<file path="src/rtl/multicycle_control.sv">
// Multicycle LEGv8-style control unit: sequences FETCH/DECODE/EXEC/MEM/WB
// states, drives the datapath control lines and counts retired instructions.
//
// Ports:
//   clock, reset        rising-edge clock, asynchronous active-high reset
//   enable              run request (sampled in IDLE and at retirement)
//   opcode              instruction[31:21], valid from DECODE onward
//   mem_ready, zero     memory handshake and ALU zero flag
//   pc_write .. alu_op  datapath controls (combinational from state/inputs)
//   state               current state encoding
//   illegal, timeout    sticky error flags
//   instr_count         retired-instruction counter (wraps)
//
// Optional feature: define MULTICYCLE_CONTROL_TIMEOUT_EN to bound memory
// waits to TIMEOUT cycles (exceeding it traps to ERROR and sets timeout).
module multicycle_control #(
  parameter int unsigned OPCODE_WIDTH = 11,
  parameter int unsigned COUNT_WIDTH  = 16,
  parameter int unsigned TIMEOUT      = 15
) (
  input  logic                    clock,
  input  logic                    reset,
  input  logic                    enable,
  input  logic [OPCODE_WIDTH-1:0] opcode,
  input  logic                    mem_ready,
  input  logic                    zero,
  output logic                    pc_write,
  output logic                    ir_write,
  output logic                    mem_read,
  output logic                    mem_write,
  output logic                    iord,
  output logic                    reg_write,
  output logic                    mem_to_reg,
  output logic                    reg2loc,
  output logic                    alu_src_a,
  output logic                    pc_src,
  output logic [1:0]              alu_src_b,
  output logic [1:0]              alu_op,
  output logic [3:0]              state,
  output logic                    illegal,
  output logic                    timeout,
  output logic [COUNT_WIDTH-1:0]  instr_count
);

  typedef enum logic [3:0] {
    S_IDLE   = 4'd0,
    S_FETCH  = 4'd1,
    S_DECODE = 4'd2,
    S_EXEC_R = 4'd3,
    S_ADDR   = 4'd4,
    S_MEM_RD = 4'd5,
    S_MEM_WR = 4'd6,
    S_WB_R   = 4'd7,
    S_WB_MEM = 4'd8,
    S_BRANCH = 4'd9,
    S_ERROR  = 4'd15
  } state_t;

  // A zero TIMEOUT would make every memory access an immediate trap.
  if (TIMEOUT == 0) begin : g_bad_timeout
    $error("multicycle_control: TIMEOUT must be at least 1");
  end

  state_t cur, nxt;
  logic   is_r, is_ldur, is_stur, is_cbz;
  logic   retire_c, illegal_c, tmo_c;

  assign state = cur;

  // Opcode classification; CBZ matches on its top 8 bits only.
  always_comb begin
    is_r    = (opcode == OPCODE_WIDTH'(11'b10001011000)) ||
              (opcode == OPCODE_WIDTH'(11'b11001011000)) ||
              (opcode == OPCODE_WIDTH'(11'b10001010000)) ||
              (opcode == OPCODE_WIDTH'(11'b10101010000));
    is_ldur = (opcode == OPCODE_WIDTH'(11'b11111000010));
    is_stur = (opcode == OPCODE_WIDTH'(11'b11111000000));
    is_cbz  = (opcode[OPCODE_WIDTH-1 -: 8] == 8'b10110100);
  end

  assign illegal_c = (cur == S_DECODE) && !(is_r || is_ldur || is_stur || is_cbz);

  // State register.
  always_ff @(posedge clock or posedge reset) begin
    if (reset) cur <= S_IDLE;
    else       cur <= nxt;
  end

  // Next-state and datapath controls.
  always_comb begin
    nxt        = cur;
    retire_c   = 1'b0;
    pc_write   = 1'b0;
    ir_write   = 1'b0;
    mem_read   = 1'b0;
    mem_write  = 1'b0;
    iord       = 1'b0;
    reg_write  = 1'b0;
    mem_to_reg = 1'b0;
    reg2loc    = 1'b0;
    alu_src_a  = 1'b0;
    pc_src     = 1'b0;
    alu_src_b  = 2'b00;
    alu_op     = 2'b00;
    case (cur)
      S_IDLE: begin
        if (enable) nxt = S_FETCH;
      end
      S_FETCH: begin
        mem_read  = 1'b1;
        alu_src_b = 2'b01;
        ir_write  = mem_ready;
        pc_write  = mem_ready;
        if (mem_ready) nxt = S_DECODE;
      end
      S_DECODE: begin
        alu_src_b = 2'b11;
        reg2loc   = is_stur || is_cbz;
        if (is_r)                   nxt = S_EXEC_R;
        else if (is_ldur || is_stur) nxt = S_ADDR;
        else if (is_cbz)            nxt = S_BRANCH;
        else                        nxt = S_ERROR;
      end
      S_EXEC_R: begin
        alu_src_a = 1'b1;
        alu_op    = 2'b10;
        nxt       = S_WB_R;
      end
      S_WB_R: begin
        reg_write = 1'b1;
        retire_c  = 1'b1;
      end
      S_ADDR: begin
        alu_src_a = 1'b1;
        alu_src_b = 2'b10;
        reg2loc   = is_stur;
        nxt       = is_stur ? S_MEM_WR : S_MEM_RD;
      end
      S_MEM_RD: begin
        mem_read = 1'b1;
        iord     = 1'b1;
        if (mem_ready) nxt = S_WB_MEM;
      end
      S_WB_MEM: begin
        reg_write  = 1'b1;
        mem_to_reg = 1'b1;
        retire_c   = 1'b1;
      end
      S_MEM_WR: begin
        mem_write = 1'b1;
        iord      = 1'b1;
        reg2loc   = 1'b1;
        retire_c  = mem_ready;
      end
      S_BRANCH: begin
        alu_src_a = 1'b1;
        alu_op    = 2'b01;
        reg2loc   = 1'b1;
        pc_src    = 1'b1;
        pc_write  = zero;
        retire_c  = 1'b1;
      end
      S_ERROR: nxt = S_ERROR;
      default: nxt = S_IDLE;
    endcase
    if (retire_c) nxt = enable ? S_FETCH : S_IDLE;
    if (tmo_c)    nxt = S_ERROR;
  end

  // Retired-instruction counter, wraps naturally at its width.
  always_ff @(posedge clock or posedge reset) begin
    if (reset)         instr_count <= '0;
    else if (retire_c) instr_count <= instr_count + COUNT_WIDTH'(1);
  end

  // Sticky illegal-opcode flag.
  always_ff @(posedge clock or posedge reset) begin
    if (reset)          illegal <= 1'b0;
    else if (illegal_c) illegal <= 1'b1;
  end

`ifdef MULTICYCLE_CONTROL_TIMEOUT_EN
  localparam int unsigned WAIT_W = (TIMEOUT > 1) ? $clog2(TIMEOUT) : 1;
  localparam logic [WAIT_W-1:0] WAIT_LAST = WAIT_W'(TIMEOUT - 1);

  logic              waiting_c;
  logic [WAIT_W-1:0] wait_cnt;

  assign waiting_c = (cur == S_FETCH) || (cur == S_MEM_RD) || (cur == S_MEM_WR);
  assign tmo_c     = waiting_c && !mem_ready && (wait_cnt == WAIT_LAST);

  // Wait counter restarts on every state change, so each wait state starts at 0.
  always_ff @(posedge clock or posedge reset) begin
    if (reset)                        wait_cnt <= '0;
    else if (nxt != cur)              wait_cnt <= '0;
    else if (waiting_c && !mem_ready) wait_cnt <= wait_cnt + WAIT_W'(1);
  end

  // Sticky memory-timeout flag.
  always_ff @(posedge clock or posedge reset) begin
    if (reset)      timeout <= 1'b0;
    else if (tmo_c) timeout <= 1'b1;
  end
`else
  assign tmo_c   = 1'b0;
  assign timeout = 1'b0;
`endif

endmodule

</file>
<file path="config.mk">
export PLATFORM = sky130hd
export DESIGN_NAME = multicycle_control
export DESIGN_NICKNAME = d
export VERILOG_FILES = /design/src/rtl/multicycle_control.sv
export SDC_FILE = /design/constraint.sdc
export NUM_CORES = 1
export LEC_CHECK = 0
export ABC_AREA = 1
export ABC_CLOCK_PERIOD_IN_PS = 1900
export CAP_MARGIN = 10
export CORE_UTILIZATION = 46
export DETAILED_ROUTE_END_ITERATION = 10
export PLACE_DENSITY = 0.81
export SYNTH_ARGS = -nofsm -noshare
export SYNTH_HDL_FRONTEND = slang
export SYNTH_SLANG_ARGS = --single-unit
</file>
<file path="constraint.sdc">
create_clock -name clock -period 1.9 [get_ports clock]
set_input_delay 0.38 -clock clock [delete_from_list [all_inputs] [get_ports clock]]
set_output_delay 0.38 -clock clock [all_outputs]
set_load 0.02 [all_outputs]
</file>
## Yosys cells after proc, flatten, opt, wreduce, memory -nomap -nowiden

Index checks and enable logic that the tools add are counted.
Widths: inputs -> output; s select.

- Register bits after elaboration: 21
- Logic and storage cells: 67
- Output and inout port bits: 36
- Bits of input ports: 16

- Reduce and logical (&&, ||, !) cells: 19
- Add/sub/neg operators: 1
- Muxes and demuxes: 23
- Equality and inequality tests: 21

Operator list:

| operator | count |
|---|---|
| $eq 11x11->1 const B | 6 |
| $pmux 4 s8 | 1 |
| $mux 4 | 6 |
| $add 16x1->16 const B | 1 |
| $eq 4x3->1 const B | 4 |
| $eq 4x4->1 const B | 3 |
| $mux 1 | 9 |
| $ne 3x3->1 const B | 3 |
| $eq 4x2->1 const B | 2 |
| $eq 8x8->1 const B | 1 |
| $logic_or 1x1->1 | 8 |
| $reduce_or 2->1 | 4 |
| $pmux 2 s3 | 1 |
| $reduce_or 3->1 | 2 |
| $eq 4x1->1 const B | 1 |
| $logic_not 4->1 | 1 |
| $pmux 1 s2 | 2 |
| $pmux 2 s2 | 1 |
| $reduce_and 4->1 | 1 |
| $reduce_or 4->1 | 1 |
| $mux 3 | 1 |
| $pmux 1 s3 | 1 |
| $mux 2 | 1 |
| $ne 2x1->1 const B | 1 |
| 2 further kinds | 2 |

## Depth between registers and ports, before layout

- Word-level depth: 9
- Mapped depth: 9
- Depth with buffers taken out: 9

## Worst setup path after synthesis

Ideal clock, no wire load.

- Path type: register to output
- Start point: reg cur[3], in the netlist state[3]
- End point: out pc_write
- Data arrival time: 1.379 ns
- Setup slack: 0.141 ns
- Required time: 1.520 ns
- Buffers on the path: 0
- Stages on the path, launching flop included: 6
- Cells stage by stage: dfrtp_1 -> inv_1 -> nand2_1 -> nor2_1 -> inv_1 -> o21ai_0

- Word-level cells in the longest chain between the ends: 2
- Elaborated cells on any way between the ends: 3
- Classes of those cells: eq/ne (2); mux (1)

RTL lines:

| element | RTL line | text |
|---|---|---|
| start: declaration | 64 | `state_t cur, nxt;` |
| start signal: assignment | 86 | `else cur <= nxt;` |
| $eq 4x4->1 / $eq 4x1->1 (equally long branches) | 105 | `case (cur)` |
| $pmux 1 s2 (*) | 105 |  |
| end: declaration | 27 | `output logic pc_write,` |

Every way passes the cells marked *; elsewhere a longest branch is shown, timed or not.

## Worst setup path in the final report

- Start point: reg cur[3], in the netlist state[3]
- End point: out alu_src_a

- Word-level cells in the longest chain between the ends: 3
- Elaborated cells on any way between the ends: 5
- Classes of those cells: eq/ne (3); mux (1); reduce/logical (1)

RTL lines:

| element | RTL line | text |
|---|---|---|
| $eq 4x4->1, or another cell as far along | 105 |  |
| $reduce_or 3->1 (no line) (*) | n/a |  |
| $mux 1 (*) | 105 |  |
| end: declaration | 35 | `output logic alu_src_a,` |

Marks and branches as above.

==> metrics.csv <==
metric;value;unit
status;finished, violations left;
violations;negative setup slack;
hold_class;primary input to asynchronous set/reset pin;
async_flop_share;1.00;
clock_path_buffers;2;
clock-skew-final;0.00630;ns
worstMarginPinSlew;0.493;ns
num_antenna_cells;0;
hold_viol;0;
syn_to_final_growth;62.1;%
numCtsBuffers;3;
period_needed;1.91;ns
met1_usage;0.341;
path_buf_inv;2;
clk_transition_reported_paths;0.11;ns
synth.top_cell.area_share;0.342;
fill_cells;221;
start_util;0.496;
setup_ws;-0.00626;ns
setup_viol;1;
setup_tns;-0.00626;ns
first_iter_violations;140;
grt_max_degree;22;
avgSynthCellArea;6.49;um^2
vdd_drop_max;0.000371;V
yosysUniqueCellTypes;29;
first_pass_iters;4;
htreeDepth;1;
dieArea;3580;um^2
ctsRootBufferMaster;clkbuf_4;
via_per_inst;4.91;
final_nets;348;
synth_seq_area_share;0.342;
ioPinCount;52;
synth_edf_count;0;
synth_area;1540;um^2
io_buffers;50;
dp.cells;359;
routedWlPerCell;12.2;um
synth_warnings;0;
cts.sinks;21;
grtUsageTotal;0.245;
cpPeakStageDelay;0.42;ns
drive_above_1_share;0.294;
dp.final_hpwl;3.20;mm
end_kind;output port;
ant_nets;0;
synth_fp_nets;254;
power_density;299;nW/um^2
rrSetupSlack;0.13;ns
crit_family;simple AND/OR/NAND/NOR gates;
maxSlewViolCount;0;
first_global_vias;1543;
p_leak;1.31;nW
rsz0062_at_grt;yes;
gp_congestion;0.897;
ys_seq_elements;21;
vias;1837;
cp_cell_sequence;buf_6, nand2_4, nor2_4, or3_4, buf_6;
period_share;1.00;
fp-row-count;20;
cts_tree;yes;
grt_pass1_wl;6.62;mm
core_area;3100;um^2
cp-start-kind;flop;
drc;0;
r2r-start;state[0];
synth.area.top_cells;dfrtp_1 34%, nand2_1 16%, nor2_1 9.0%, inv_1 8.8%, nand3_1 6.5%;
syn_inst;237;
overflow;0;
worstSetupPathType;flop to output port;
synthFlopType;dfrtp_1;
cp_slowest_cell;dfrtp_1;
clkLatencyLatePin;0.32;ns
finalNonFillerCells;374;
grt_use_met2;0.405;
die_y;59.8;um
cp.arrival;1.53;ns
top_usage_layer;met2;
drt-total-wl;4.58;mm
use_met3;0.0455;
startpoint;state[3];
die_w;59.8;um
drv_cap;0;
slew_headroom;0.669;
crit_path_max_fanout;6;
crit_required;1.52;ns
crit_top_cell;buf_6;
pre_cts_slack;-0.531;ns
antenna_found_initial;0;
synth_largest_area_cell;dfrtp_1;
timing.fmax;525;MHz
cells in the final DEF (no fill, tap or decap), types with 2 or more instances in the layout:
cell type	count
buf_4	47
xnor2_1	4
clkbuf_4	3
nor2_2	9
xor2_1	4
nor3_1	8
nand2_1	60
nand3_1	19
a21oi_1	3
dfrtp_1	20
buf_2	6
nor2_1	28
nand4_1	5
nand3b_1	2
o21ai_1	5
inv_1	31
nor2_4	4
nand2_2	6
clkdlybuf4s50_1	22
dlymetal6s2s_1	12
buf_6	2
inv_2	7
nand2_4	4
worst paths after layout:
kind,endpoint,cells after the start
min reg2reg,illegal,1
max reg2reg,instr_count[8],10
max,alu_src_a,5
min,illegal,3
max in group asynchronous,state[0],3
min in group clock,illegal,1
Yosys cell counts, types with 2 or more instances:
cell type and count:
nand3b_1 2, o21ai_0 2, a21oi_1 3, inv_2 2, xor2_1 4, inv_1 36, nor2_2 4, nand2_2 4
buf_4 2, nor3_1 8, xnor2_1 4, nand3_1 20, nand4_1 5, o21ai_1 5, nand2_1 66, dfrtp_1 21
nor2_1 37
flip-flops by register name (all words and copies together) (netlist names):
register,cells
instr_count,16
illegal,1
state,4
area by class of cell:
cell class                 instances  area [um^2]  share of cell area
clock buffer                       4         26.3              0.0105
inverter                          38          143              0.0572
sequential                        21          527               0.211
tap                               44         55.1              0.0221
timing repair buffer              92          801               0.321
multi-input combinational        175          941               0.378
tightest hold or removal path, delay by kind of cell:
family   cells  cell delay [ns]
buf+inv      3             0.70
metrics by stage:
stage | utilization | cell area (um^2) | power [mW] | hold WS (ns)
floorplan | - | 1540 | 0.481 | 0.357
global placement | 0.741 | 2300 | 0.531 | 0.457
detailed placement | 0.741 | 2300 | 0.533 | 0.448
CTS | 0.759 | 2350 | 0.745 | 0.382
global route | 0.803 | 2490 | 0.780 | 0.390
finish | 0.803 | 2490 | 0.745 | 0.370
cells by family (layout without fill, tap and decap cells):
group,after synthesis,after routing,synth area share
buffers and inverters,41,134,0.110
other,1,1,0.00244
adders and majority gates,1,1,0.00814
DFF,21,21,0.342
and+or+nand+nor,149,149,0.425
AOI/OAI and AO/OA,15,15,0.0570
xor gates and xnor gates,9,9,0.0561
metal layers:
layer | part of all wire | vias up
met5 | 0 | -
met4 | 0.0076 | 0
met3 | 0.048 | 6
met2 | 0.50 | 66
met1 | 0.44 | 842
li1 | - | 923
repair_timing:
action,CTS,global route
gates resized for setup,65,47
buffers inserted,4,7
hold buffers,0,0
pin swaps,5,7
endpoints found under the setup margin,14,15
where the power goes:
| group | internal, mW | switching, mW | leakage (nW) | total [mW] |
|---|---|---|---|---|
| clock network | 0.0823 | 0.136 | 0.0150 | 0.219 |
| logic | 0.0404 | 0.0387 | 1.04 | 0.0791 |
| registers | 0.447 | 0 | 0.251 | 0.447 |
Note: power is estimated with default switching activity, not from simulation.
